$ cat src/rtl/reset_seq.sv
// Sequenced reset release: brings NSTAGE downstream domains out of reset in order,
// waiting on each domain's acknowledge, and drops everything back on a lost ack or timeout.
module reset_seq #(
  parameter int NSTAGE  = 4,
  parameter int SW      = 2,
  parameter int DELAY   = 200000,
  parameter int TIMEOUT = 1000000
) (
  input  logic              clk,
  input  logic              rst_n,
  input  logic              en,
  input  logic [NSTAGE-1:0] ack,
  output logic [NSTAGE-1:0] rst_out,
  output logic              done,
  output logic              err,
  output logic [SW-1:0]     err_stage
);

  typedef enum logic [2:0] {
    IDLE,
    WAIT_DLY,
    WAIT_ACK,
    RUN,
    FAULT
  } state_e;

  localparam logic [31:0]   DLY_LAST = 32'(DELAY - 1);
  localparam logic [31:0]   TO_LAST  = 32'(TIMEOUT - 1);
  localparam logic [SW-1:0] IDX_LAST = SW'(NSTAGE - 1);

  state_e              state_q;
  logic [31:0]         cnt_q;
  logic [SW-1:0]       idx_q;
  logic [NSTAGE-1:0]   rstOut_q;
  logic                done_q;
  logic                err_q;
  logic [SW-1:0]       errStage_q;
  logic [NSTAGE-1:0]   ackMeta_q;
  logic [NSTAGE-1:0]   ackSync_q;

  logic [NSTAGE-1:0]   checkMask_d;
  logic [NSTAGE-1:0]   lostMask_d;
  logic [SW-1:0]       lostIdx_d;
  logic                lostAny_d;

  always_ff @(posedge clk or negedge rst_n) begin
    if (!rst_n) begin
      ackMeta_q <= '0;
      ackSync_q <= '0;
    end else begin
      ackMeta_q <= ack;
      ackSync_q <= ackMeta_q;
    end
  end

  // Stages already acknowledged must stay acknowledged; find the lowest one that dropped.
  always_comb begin
    checkMask_d = '0;
    if (state_q == RUN) begin
      checkMask_d = '1;
    end else if (state_q == WAIT_DLY || state_q == WAIT_ACK) begin
      for (int i = 0; i < NSTAGE; i++) begin
        checkMask_d[i] = (i < int'(idx_q));
      end
    end
    lostMask_d = checkMask_d & ~ackSync_q;
    lostIdx_d  = '0;
    for (int i = NSTAGE - 1; i >= 0; i--) begin
      if (lostMask_d[i]) lostIdx_d = SW'(i);
    end
    lostAny_d = |lostMask_d;
  end

  always_ff @(posedge clk or negedge rst_n) begin
    if (!rst_n) begin
      state_q    <= IDLE;
      cnt_q      <= '0;
      idx_q      <= '0;
      rstOut_q   <= '0;
      done_q     <= 1'b0;
      err_q      <= 1'b0;
      errStage_q <= '0;
    end else if (!en) begin
      state_q    <= IDLE;
      cnt_q      <= '0;
      idx_q      <= '0;
      rstOut_q   <= '0;
      done_q     <= 1'b0;
      err_q      <= 1'b0;
      errStage_q <= '0;
    end else begin
      case (state_q)
        IDLE: begin
          state_q <= WAIT_DLY;
          idx_q   <= '0;
          cnt_q   <= '0;
        end
        WAIT_DLY: begin
          if (lostAny_d) begin
            state_q    <= FAULT;
            cnt_q      <= '0;
            rstOut_q   <= '0;
            done_q     <= 1'b0;
            err_q      <= 1'b1;
            errStage_q <= lostIdx_d;
          end else if (cnt_q == DLY_LAST) begin
            rstOut_q[idx_q] <= 1'b1;
            cnt_q           <= '0;
            state_q         <= WAIT_ACK;
          end else begin
            cnt_q <= cnt_q + 32'd1;
          end
        end
        // A prior-stage loss outranks this stage's ack, which in turn outranks the timeout.
        WAIT_ACK: begin
          if (lostAny_d) begin
            state_q    <= FAULT;
            cnt_q      <= '0;
            rstOut_q   <= '0;
            done_q     <= 1'b0;
            err_q      <= 1'b1;
            errStage_q <= lostIdx_d;
          end else if (ackSync_q[idx_q]) begin
            cnt_q <= '0;
            if (idx_q == IDX_LAST) begin
              state_q <= RUN;
              done_q  <= 1'b1;
            end else begin
              idx_q   <= idx_q + SW'(1);
              state_q <= WAIT_DLY;
            end
          end else if (cnt_q == TO_LAST) begin
            state_q    <= FAULT;
            cnt_q      <= '0;
            rstOut_q   <= '0;
            done_q     <= 1'b0;
            err_q      <= 1'b1;
            errStage_q <= idx_q;
          end else begin
            cnt_q <= cnt_q + 32'd1;
          end
        end
        RUN: begin
          if (lostAny_d) begin
            state_q    <= FAULT;
            cnt_q      <= '0;
            rstOut_q   <= '0;
            done_q     <= 1'b0;
            err_q      <= 1'b1;
            errStage_q <= lostIdx_d;
          end
        end
        FAULT: begin
          state_q <= FAULT;
        end
        default: begin
          state_q <= IDLE;
          cnt_q   <= '0;
        end
      endcase
    end
  end

  assign rst_out   = rstOut_q;
  assign done      = done_q;
  assign err       = err_q;
  assign err_stage = errStage_q;

endmodule

$ cat config.mk
export PLATFORM = sky130hd
export DESIGN_NAME = reset_seq
export DESIGN_NICKNAME = d
export VERILOG_FILES = /design/src/rtl/reset_seq.sv
export SDC_FILE = /design/constraint.sdc
export NUM_CORES = 1
export LEC_CHECK = 0
export ABC_AREA = 1
export CAP_MARGIN = 20
export CORE_ASPECT_RATIO = 1.2
export CORE_UTILIZATION = 42
export CTS_CLUSTER_DIAMETER = 30
export DETAILED_ROUTE_END_ITERATION = 12
export PLACE_DENSITY = 0.61
export RECOVER_POWER = 25
export SLEW_MARGIN = 20
export SYNTH_ARGS = -nofsm -noshare
export SYNTH_HDL_FRONTEND = slang
export SYNTH_SLANG_ARGS = --single-unit
$ cat constraint.sdc
create_clock -name clk -period 2.15 [get_ports clk]
set_input_delay 0.645 -clock clk [delete_from_list [all_inputs] [get_ports clk]]
set_output_delay 0.645 -clock clk [all_outputs]
set_load 0.1 [all_outputs]
; ---- Word-level counts from Yosys, hierarchy flattened
; Index checks and enable logic that the tools add are counted.
[op_classes]
n_addsub = 2
magnitude_cmp = 5
eq_ne = 21
mux = 59
n_bitwise = 3
n_reduce_logical = 11
[ops]
columns = operator, count
row1 = $mux 32, 7
row2 = $pmux 32 s4, 1
row3 = $add 32x1->32 const B, 1
row4 = $eq 32x18->1 const B, 1
row5 = $eq 32x20->1 const B, 1
row6 = $mux 4, 8
row7 = $mux 2, 14
row8 = $mux 3, 8
row9 = $pmux 3 s5, 1
row10 = $mux 1, 13
row11 = $pmux 4 s3, 1
row12 = $reduce_and 4->1, 3
row13 = $ne 3x2->1 const B, 3
row14 = $ne 3x3->1 const B, 3
row15 = $ne 4x3->1 const B, 2
row16 = $pmux 2 s2, 2
row17 = $eq 3x2->1 const B, 2
row18 = $ne 5x3->1 const B, 1
row19 = $ne 5x4->1 const B, 1
row20 = $reduce_and 5->1, 1
row21 = $and 4x4->4, 1
row22 = $lt 1x2->1 const A, 2
row23 = $ne 4x1->1 const B, 1
row24 = $ne 4x4->1 const B, 1
row25 = other kinds (21), 22
[word_totals]
reg_bits = 53
input_bits = 7
elab_cells = 110

; ---- Longest topological paths before layout
; Gate-level depths: netlist (run 1).
[logic_depth]
ltp_word = 12
depth_mapped = 16

; ---- Worst setup path before layout (run 1)
; Ideal clock, no wire load.
[synth_timing]
path_kind = register to register
from = register cnt_q[0]
to = register rstOut_q[0] (netlist: rst_out[0])
arrival_time_ns = 1.821
required_ns = 2.028
slack_ns = 0.206
stages_incl_launch_ff = 13
path_buffers = 0
path_cell_list = dfrtp_1 > ha_1 > nand3_1 > nor2_1 > inv_1 > nor2_1 > nand2_1 > nand2_1 > nand2_1 > nand3_2 > nand3_1 > nand2_1 > nand2_1
[synth_between]
elab_chain_cells = 3
elab_cells_between_ends = 5
[synth_lines]
columns = element, line_no
row1 = start: declaration, 32  ; logic [31:0] cnt_q;
row2 = start signal: assignment, 111  ; cnt_q <= cnt_q + 32'd1;
row3 = start signal: assignment, 140  ; cnt_q <= cnt_q + 32'd1;
row4 = $eq 32x18->1 or $eq 32x20->1 (tied branches), "106, 132"
row5 = $ne 4x3->1 (no source line), --
row6 = $reduce_and 5->1 (no source line) (*), --
row7 = end signal: assignment, 102  ; rstOut_q <= '0;
row8 = end signal: indexed assignment, 107  ; rstOut_q[idx_q] <= 1'b1;
row9 = end signal: assignment, 119  ; rstOut_q <= '0;
row10 = end: declaration, 34  ; logic [NSTAGE-1:0] rstOut_q;
; Every way passes the cells marked *; elsewhere a longest branch is shown, timed or not.
; A chain may end at the register's enable or synchronous reset.

; ---- Worst setup path after layout (run 1)
[layout_timing]
from = register state_q[1]
to = register cnt_q[7]
[layout_between]
elab_chain_cells = 9
elab_cells_between_ends = 16
[layout_lines]
columns = element, line_no
row1 = start: declaration, 31  ; state_e state_q;
row2 = start signal: assignment, 76  ; state_q <= IDLE;
row3 = start signal: assignment, 84  ; state_q <= IDLE;
row4 = start signal: assignment, 94  ; state_q <= WAIT_DLY;
row5 = $eq 3x1->1 or $eq 3x2->1 (tied branches), "61, 92"
row6 = $logic_or 1x1->1, 61  ; end else if (state_q == WAIT_DLY || state_q == WAIT_ACK) begin
row7 = $mux 3, 61
row8 = $mux 4, 59  ; if (state_q == RUN) begin
row9 = $and 4x4->4, 66  ; lostMask_d = checkMask_d & ~ackSync_q;
row10 = $reduce_or 4->1, 71  ; lostAny_d = |lostMask_d;
row11 = "$mux 32, on equally long branches", "116, 99"
row12 = $pmux 32 s4, 92  ; case (state_q)
row13 = $mux 32, 83  ; end else if (!en) begin
; Parallel ways exist; a longest one is shown, timed or not.

==> flow_metrics.env, run 1 <==
export IMPL_outcome="completed"
export IMPL_syn_inst=697
export IMPL_io_pins=15
export IMPL_gp_congestion=0.9375
export IMPL_fin_skew_ps=7.087
export IMPL_critPathArrivalTime_ps=2270
export IMPL_drive_above_1_share=0.1041
export IMPL_cts_clk_slew_worst_paths_ps=70
export IMPL_wirelength_um=12570
export IMPL_grt_pass1_vias=4197
export IMPL_ant_nets=0
export IMPL_timing_final_hold_violations=0
export IMPL_final_area_mm2=0.004982
export IMPL_slew_limit_headroom=0.3003
export IMPL_die_width_um=93.40
export IMPL_clkPwrFrac=0.198
export IMPL_period_share=0.9450
export IMPL_die_h_um=111.7
export IMPL_p_seq_frac=0.280
export IMPL_syn_nets=710
export IMPL_ys_ff_latch=53
export IMPL_total_power_mw=4.244
export IMPL_core_area_mm2=0.009613
export IMPL_final_min_clock_period_ps=2032
export IMPL_grt_max_degree=38
export IMPL_synthAdderAreaFrac=0.01783
export IMPL_first_pass_iters=7
export IMPL_p_per_area_mw_per_mm2=851.9
export IMPL_synth_simple_gate_area_frac=0.4871
export IMPL_clock_latency_ps=300
export IMPL_worst_setup_path_start_kind="flop"
export IMPL_netSwitchingFraction=0.4624
export IMPL_internal_power_mw=2.282
export IMPL_synth_top_family_by_area="simple AND/OR/NAND/NOR gates"
export IMPL_cap_violations=0
export IMPL_num_rows=39
export IMPL_pwr_share_comb=0.522
export IMPL_criticalPathCategory="reg -> reg"
export IMPL_drv_slew=0
export IMPL_hp_class="reg -> reg"
export IMPL_layout_nets=742
export IMPL_cts_sinks=53
export IMPL_grtUsageTotal=0.2487
export IMPL_grt_overflow=0
export IMPL_vias=4389
export IMPL_antenna_cells=0
export IMPL_initial_core_util=0.4380
export IMPL_viasPerCell=5.145
export IMPL_synthMuxAreaShare=0
export IMPL_critPathRequiredTime_ps=2390
export IMPL_endpoint_kind="flop"
export IMPL_tightest_slew_ps=1050
export IMPL_holdBufCountCts=0
export IMPL_cts_made_buffers=5
export IMPL_tritoncts="yes"
export IMPL_route_detailed_drc=0
export IMPL_htree_levels=2
export IMPL_die_area_mm2=0.01043
export IMPL_avgSynthCellArea_um2=6.041
export IMPL_wire_per_inst_um=14.73
export IMPL_initialDrtViolationCount=304
export IMPL_yosysUniqueCellTypes=28
export IMPL_finalSetupViolCount=0
export IMPL_netlist_area_mm2=0.004210
export IMPL_dp_hpwl_um=9073
export IMPL_ys_seq_area_frac=0.3150
export IMPL_area_growth_pct=18.34
export IMPL_yosysWarnings=0
export IMPL_leakage_nw=2.594
export IMPL_fmax_mhz=492.2
export IMPL_power_switching_mw=1.963
export IMPL_portBuffers=14
export IMPL_synth_xor_area_share=0.03328
export IMPL_ir_drop_mv=0.7687
export IMPL_cts_root_buf="clkbuf_16"
export IMPL_antenna_found_initial=0
export IMPL_cp_max_fo=8
export IMPL_place_ws_ps=70.13
export IMPL_fin_ws_ps=118.3
export IMPL_synth_compound_area_frac=0.04666
export IMPL_clockBufferDepth=2
export IMPL_grt_pass1_wl_um=20240
export IMPL_placed_area_mm2=0.004658
==> kinds of logic after synthesis <==
family / count (synthesis)
and+or+nand+nor: 488
AOI/OAI and AO/OA: 36
xor gates and xnor gates: 16
adders and majority gates: 6
DFF: 53
buffers and inverters: 98
==> registers in the layout (all words and copies together), names as in the netlist <==
register and count:
ackSync_q 4, err 1, state_q 3, rst_out 4
done 1, cnt_q 32, ackMeta_q 4, idx_q 2
err_stage 2
==> metal layers <==
metal | global-route usage | up-vias | part of all wire
li1 | - | 2261 | -
met1 | 0.2913 | 2006 | 0.42
met2 | 0.4598 | 98 | 0.52
met3 | 0.02801 | 24 | 0.033
met4 | 0.08821 | 0 | 0.029
met5 | 0 | - | 0
==> through the flow <==
stage               utilization  std cells  hold slack, ps  setup TNS [ps]
floorplan                     -        697           331.2               0
global placement         0.4846        833           332.4               0
CTS                      0.5005        841           302.8               0
global route             0.5183        853           361.7          -9.501
detailed placement       0.4846        833           337.8               0
finish                   0.5183        853           351.9               0
==> cell usage in the layout (no fill, tap or decap), drive strengths merged <==
master           n
nand2          267
nor2            99
nand3           85
inv             72
dfrtp           53
buf             42
o21ai           33
nand4           25
xor2            12
clkbuf          10
nor3             7
ha               6
xnor2            4
dlygate4sd3      4
nand3b           3
or2              2
clkinv           2
a31oi            1
o211ai           1
a21oi            1
clkdlybuf4s50    1
==> final cells by class <==
cell class	count	area [µm²]
clock buffers	6	138.9
flip-flops and latches	53	1329
well taps	123	153.9
multi-input cells	546	2497
clock inverters	2	13.76
inverters	72	270.3
repair buffers	51	579.3
fillers	979	4631
==> worst max-delay path, stage by stage (launching register included) <==
cell	delay, ps
dfrtp_1	440
nand2_1	110
inv_2	40
nand2_2	140
nand2_1	90
nand2_1	90
nand2_2	80
nor2_4	240
nand2_4	120
o21ai_4	180
buf_12	150
buf_6	160
nand2_1	60
nand2_1	60
==> timing repair <==
item	in CTS	in global routing
endpoints found under the setup margin	0	42
setup buffers	0	9
gates resized for setup	0	14
==> synth_stat cells <==
cell        n  share of area
buf_2       1         0.0012
nand3_2     2         0.0048
nand3b_1    3         0.0053
buf_4       8          0.014
o21ai_1    10          0.012
o21ai_2     2         0.0042
clkbuf_1    8         0.0071
or2_2       1         0.0015
o21ai_0    21          0.025
xor2_1     12          0.025
a31oi_1     1         0.0015
nor2_1     98          0.087
nand2_1   262           0.23
inv_2       3         0.0027
or2_1       1         0.0015
nand2_2     5         0.0074
ha_1        6          0.018
a21oi_1     1         0.0012
xnor2_1     4         0.0083
buf_6       3         0.0080
inv_1      69          0.062
buf_1       6         0.0053
nand3_1    83          0.099
nor2_2      1         0.0015
o211ai_2    1         0.0030
nand4_1    25          0.037
nor3_1      7         0.0083
dfrtp_1    53           0.32
==> worst paths after layout <==
check | start | endpoint | slack, ps | cells after the start
setup / recovery | state_q[1]$_DFFE_PN0P_ | cnt_q[7]$_DFFE_PN0P_ | 120 | 13
hold / removal | ackMeta_q[0]$_DFF_PN0_ | ackSync_q[0]$_DFF_PN0_ | 350 | 0
setup reg to reg | state_q[1]$_DFFE_PN0P_ | cnt_q[7]$_DFFE_PN0P_ | 120 | 13
hold reg to reg | ackMeta_q[0]$_DFF_PN0_ | ackSync_q[0]$_DFF_PN0_ | 350 | 0
max in group asynchronous | rst_n | idx_q[1]$_DFFE_PN0P_ | 450 | 2
min in group asynchronous | rst_n | cnt_q[24]$_DFFE_PN0P_ | 500 | 1
==> power by group through the flow <==
stage,registers (mW),logic [mW],clock network (mW)
global route,1.21,2.41,0.904
finish,1.19,2.22,0.840
floorplan,1.46,1.13,0
global placement,1.21,1.98,0
detailed placement,1.21,2.00,0
CTS,1.19,2.01,0.870
Note: power is estimated with default switching activity, not from simulation.
==> run 2, diff against run 1 <==
CORE_MARGIN = 2   (was not set)
==> flow_metrics.env, run 2 (synthesis gave the netlist of run 1 again) <==
export IMPL_num_rows=40
export IMPL_ant_nets=0
export IMPL_critPathRequiredTime_ps=2380
export IMPL_critPathMaxStageDelay_ps=410
export IMPL_cp_max_fo=28
export IMPL_total_power_mw=4.330
export IMPL_cap_violations=0
export IMPL_clockBufferDepth=2
export IMPL_final_cell_mix="nand2_1 (261), nor2_1 (98), nand3_1 (82)"
export IMPL_die_area_mm2=0.01085
export IMPL_clock_latency_ps=300
export IMPL_core_area_mm2=0.009910
export IMPL_grt_overflow=0
export IMPL_vias=4521
export IMPL_fill_cells=1025
export IMPL_tritoncts="yes"
export IMPL_finalSetupViolCount=0
export IMPL_criticalPathCategory="reg -> reg"
export IMPL_endpoint_kind="flop"
export IMPL_initial_core_util=0.4249
export IMPL_cts_made_buffers=5
export IMPL_leakage_nw=2.601
export IMPL_antenna_cells=0
export IMPL_wirelength_um=12690
export IMPL_crit_chain="inv_1, ha_2, inv_1, nand2_1, nand2_1, nand2_1, nand2_1, nor2_4, buf_4, buf_8, nand3_1, nand2_1, nor2_1, nor2_1"
export IMPL_final_min_clock_period_ps=1994
export IMPL_layout_nets=744
export IMPL_grt_max_degree=54
export IMPL_grt_pass1_vias=4395
export IMPL_p_per_area_mw_per_mm2=867.9
export IMPL_dp_hpwl_um=8945
export IMPL_top_register="cnt_q"
export IMPL_wire_per_inst_um=14.79
export IMPL_viasPerCell=5.269
export IMPL_die_h_um=113.7
export IMPL_fin_skew_ps=8.746
export IMPL_route_detailed_drc=0
export IMPL_period_share=0.9273
export IMPL_htree_levels=2
export IMPL_fmax_mhz=501.6
export IMPL_grt_pass1_wl_um=20890
export IMPL_gp_congestion=0.9580
export IMPL_place_ws_ps=-2.376
export IMPL_initialDrtViolationCount=271
export IMPL_ir_drop_mv=0.8117
export IMPL_cts_sinks=53
export IMPL_fin_ws_ps=156.2
export IMPL_drive_above_1_share=0.1052
export IMPL_io_pins=15
export IMPL_hp_class="reg -> reg"
export IMPL_antenna_found_initial=0
export IMPL_outcome="completed"
export IMPL_worst_setup_path_start_kind="flop"
export IMPL_portBuffers=14
export IMPL_crit_path_top_delay_cell="dfrtp_1"
export IMPL_first_pass_iters=5
export IMPL_die_width_um=95.40
export IMPL_dp_cells=840
export IMPL_grtUsageTotal=0.2454
export IMPL_cts_clk_slew_worst_paths_ps=80
export IMPL_cts_root_buf="clkbuf_16"
export IMPL_critPathArrivalTime_ps=2220
export IMPL_tightest_slew_ps=1354
export IMPL_drv_slew=0
export IMPL_holdBufCountCts=0
export IMPL_largest_reg_flops=32
export IMPL_crit_top_cell="nand2_1"
export IMPL_instances_no_fill=858
export IMPL_area_growth_pct=18.48
export IMPL_fin_setup_tns_ps=0
export IMPL_timing_final_hold_violations=0
export IMPL_final_common_cell="nand2_1"
export IMPL_slew_limit_headroom=0.09735
[run 2: changes by cell type in the layout (fill, tap and decap cells not counted), moves of 2 or more]
cell,change
buf_4,+4
inv_2,-3
clkdlybuf4s50_1,+4
dlygate4sd3_1,-4
inv_1,+3
buf_6,-2
inv_6,+2
[run 2: cell type report]
cell class                      instances  area, µm²  share of cell area
Inverter                               72      270.3             0.05418
Tap cell                              126      157.7             0.03160
Clock buffer                            5      125.1             0.02508
Sequential cell                        53       1329              0.2664
Clock inverter                          3      25.02            0.005016
Multi-Input combinational cell        546       2496              0.5004
Timing Repair Buffer                   53      585.6              0.1174
[run 2: what timing repair did]
action,4_1_cts,5_1_grt
gates resized for setup,0,10
endpoints found under the hold margin,0,0
endpoints found under the setup margin,0,45
buffers inserted,0,8
[run 2: metrics by stage]
stage / utilization / hold slack (ps) / area [µm²]
after floorplan: - / 331.2 / 4210
after global placement: 0.4747 / 332.2 / 4705
after detailed placement: 0.4747 / 334.7 / 4705
after CTS: 0.4899 / 337.8 / 4855
after global routing: 0.5034 / 361.6 / 4989
final: 0.5034 / 352.4 / 4989
[run 2: power breakdown]
group	internal [mW]	switching (mW)	total, mW	leakage [nW]
clock network	0.442	0.415	0.857	0.0708
logic	0.756	1.54	2.29	1.82
registers	1.09	0.0924	1.18	0.710
[run 2: critical path, delay by kind of cell (launching register included)]
family	cells	cell delay, ps
fa+ha+maj	1	190
buf+inv	4	470
flops	1	410
simple gates	9	850
[run 2: routing by layer]
layer / global-route usage / routed length (µm)
met1: 0.2796 / 5246
met3: 0.03369 / 441
met2: 0.4343 / 6421
met5: 0 / 0
met4: 0.1371 / 582
[run 2: final timing paths]
check	start	depth (start not counted)	slack [ps]	to
max	idx_q[0]$_DFFE_PN0P_	14	160	state_q[1]$_DFFE_PN0P_
min	ackMeta_q[2]$_DFF_PN0_	0	350	ackSync_q[2]$_DFF_PN0_
max reg2reg	idx_q[0]$_DFFE_PN0P_	14	160	state_q[1]$_DFFE_PN0P_
min reg2reg	ackMeta_q[2]$_DFF_PN0_	0	350	ackSync_q[2]$_DFF_PN0_
max in group asynchronous	rst_n	2	530	state_q[1]$_DFFE_PN0P_
min in group asynchronous	rst_n	2	730	cnt_q[20]$_DFFE_PN0P_
==> run 3, diff against run 2 <==
--- a/config.mk
+++ b/config.mk
@@ -12,4 +12,5 @@
 export CORE_UTILIZATION = 42
 export CTS_CLUSTER_DIAMETER = 30
+export CTS_CLUSTER_SIZE = 16
 export DETAILED_ROUTE_END_ITERATION = 12
 export PLACE_DENSITY = 0.61
==> constraint.sdc (replaced) <==
create_clock -name clk -period 2.15 [get_ports clk]
set_input_delay 0.645 -clock clk [delete_from_list [all_inputs] [get_ports clk]]
set_output_delay 0.645 -clock clk [all_outputs]
set_load 0.02 [all_outputs]
==> flow_metrics.env, run 3 (synthesis gave the netlist of run 1 again) <==
export IMPL_cts_root_buf="clkbuf_16"
export IMPL_hp_class="reg -> reg"
export IMPL_ff2ff_path_depth=14
export IMPL_layout_nets=746
export IMPL_cap_violations=0
export IMPL_final_common_cell="nand2_1"
export IMPL_r2r_start="idx_q[1]$_DFFE_PN0P_"
export IMPL_core_area_mm2=0.009910
export IMPL_gp_congestion=0.9276
export IMPL_whs_endpoint="ackSync_q[2]$_DFF_PN0_"
export IMPL_wire_per_inst_um=15.12
export IMPL_netSwitchingFraction=0.4191
export IMPL_p_per_area_mw_per_mm2=858.1
export IMPL_ant_nets=0
export IMPL_finalSetupViolCount=0
export IMPL_critPathArrivalTime_ps=2290
export IMPL_fin_setup_tns_ps=0
export IMPL_viasPerCell=5.334
export IMPL_route_detailed_drc=0
export IMPL_final_cell_mix="nand2_1 (258), nor2_1 (96), nand3_1 (81)"
export IMPL_wirelength_um=13010
export IMPL_dp_hpwl_um=8922
export IMPL_antenna_cells=0
export IMPL_drive_above_1_share=0.1022
export IMPL_grtUsageTotal=0.2408
export IMPL_tightest_slew_ps=1377
export IMPL_clkPwrFrac=0.245
export IMPL_antenna_found_initial=0
export IMPL_grt_overflow=0
export IMPL_timing_final_hold_violations=0
export IMPL_drv_slew=0
export IMPL_final_min_clock_period_ps=2052
export IMPL_largest_reg_flops=32
export IMPL_critPathRequiredTime_ps=2390
export IMPL_slew_limit_headroom=0.08214
export IMPL_fin_ws_ps=98.27
export IMPL_cts_made_buffers=5
export IMPL_cp_max_fo=8
export IMPL_io_pins=15
export IMPL_ir_drop_mv=0.5388
export IMPL_cts_sinks=53
export IMPL_period_share=0.9543
export IMPL_initial_core_util=0.4249
export IMPL_htree_levels=2
export IMPL_criticalPathCategory="reg -> reg"
export IMPL_top_register="cnt_q"
export IMPL_die_h_um=113.7
export IMPL_first_pass_iters=5
export IMPL_fin_skew_ps=4.783
export IMPL_internal_power_mw=2.507
export IMPL_cts_clk_slew_worst_paths_ps=70
export IMPL_die_width_um=95.40
export IMPL_r2r_end="cnt_q[29]$_DFFE_PN0P_"
export IMPL_portBuffers=14
export IMPL_r2r_setup_slack_ps=100
export IMPL_clockBufferDepth=2
export IMPL_leakage_nw=2.619
export IMPL_fill_cells=1005
export IMPL_die_area_mm2=0.01085
export IMPL_grt_pass1_wl_um=20490
export IMPL_min_path_cells=0
export IMPL_area_growth_pct=19.46
export IMPL_p_seq_frac=0.269
export IMPL_fmax_mhz=487.4
export IMPL_outcome="completed"
export IMPL_hp_start="ackMeta_q[2]$_DFF_PN0_"
export IMPL_vias=4587
export IMPL_num_rows=40
export IMPL_tritoncts="yes"
export IMPL_hold_ws_ps=352.2
export IMPL_endpoint_kind="flop"
export IMPL_power_switching_mw=1.809
export IMPL_place_ws_ps=24.81
export IMPL_initialDrtViolationCount=211
export IMPL_grt_pass1_vias=4431
export IMPL_grt_max_degree=54
export IMPL_pwr_share_comb=0.485
export IMPL_clock_latency_ps=300
export IMPL_worst_setup_path_start_kind="flop"
[run 3: cell count changes in the layout (fill, tap and decap cells not counted), moves of 2 or more]
| cell | delta |
|---|---|
| clkbuf_16 | +2 |
| buf_12 | -6 |
| nand3_2 | +2 |
| nand2_1 | -3 |
| nor2_2 | +2 |
| inv_6 | -2 |
| nand2_2 | +2 |
| nor2_1 | -2 |
| clkdlybuf4s50_1 | +8 |
| bufinv_16 | +2 |
| buf_4 | -2 |
[run 3: how the worst max path moves through the flow]
stage                               from                      to  slack [ps]
finish              idx_q[1]$_DFFE_PN0P_   cnt_q[29]$_DFFE_PN0P_         100
global route        idx_q[1]$_DFFE_PN0P_    cnt_q[0]$_DFFE_PN0P_         -20
CTS                 idx_q[1]$_DFFE_PN0P_  rst_out[2]$_DFFE_PN0P_          60
detailed placement                    en        done$_DFFE_PN0P_          20
global placement                      en    cnt_q[0]$_DFFE_PN0P_          70
floorplan           cnt_q[0]$_DFFE_PN0P_  rst_out[0]$_DFFE_PN0P_         220
[run 3: what timing repair did]
item                                    CTS  global route
buffers inserted                          0             7
endpoints found under the setup margin    0            45
resized for setup                         0            12
hold buffers                              0             0
[run 3: cell type report]
cell class / count / area (µm²) / share of cell area
repair buffers: 55 / 576.8 / 0.1147
well taps: 126 / 157.7 / 0.03134
inverters: 72 / 270.3 / 0.05373
clock inverters: 3 / 65.06 / 0.01294
flip-flops and latches: 53 / 1328 / 0.2639
multi-input cells: 546 / 2507 / 0.4985
clock buffers: 5 / 125.1 / 0.02488
[run 3: per-stage QoR]
stage / instance area (µm²) / std cells / util / power, mW
floorplan: 4210 / 697 / - / 2.355
global placement: 4637 / 840 / 0.4679 / 2.882
detailed placement: 4637 / 840 / 0.4679 / 2.915
CTS: 4827 / 848 / 0.4871 / 3.981
global route: 5030 / 860 / 0.5076 / 4.550
finish: 5030 / 860 / 0.5076 / 4.316
[run 3: per-layer routing]
| metal | routed length (µm) | up-vias | global-route usage |
|---|---|---|---|
| met2 | 6432 | 128 | 0.4225 |
| met3 | 475 | 56 | 0.03501 |
| li1 | - | 2268 | - |
| met1 | 5324 | 2135 | 0.2704 |
| met5 | 0 | - | 0 |
| met4 | 773 | 0 | 0.1486 |
[run 3: power groups by stage]
stage	Sequential (mW)	Clock (mW)	Combinational, mW
CTS	1.17	1.08	1.73
floorplan	1.23	0	1.13
global route	1.17	1.12	2.26
detailed placement	1.18	0	1.73
global placement	1.18	0	1.70
finish	1.16	1.06	2.10
[run 3: critical path: stages, from the launching register on]
cell and delay (ps):
dfrtp_2 440, inv_1 80, ha_2 180, inv_1 40
nand2_1 50, nand2_1 60, nand2_2 80, nand2_2 70
nor2_4 260, nand2_4 110, o21ai_4 180, buf_12 140
clkbuf_16 160, nand2_1 50, nand2_1 70
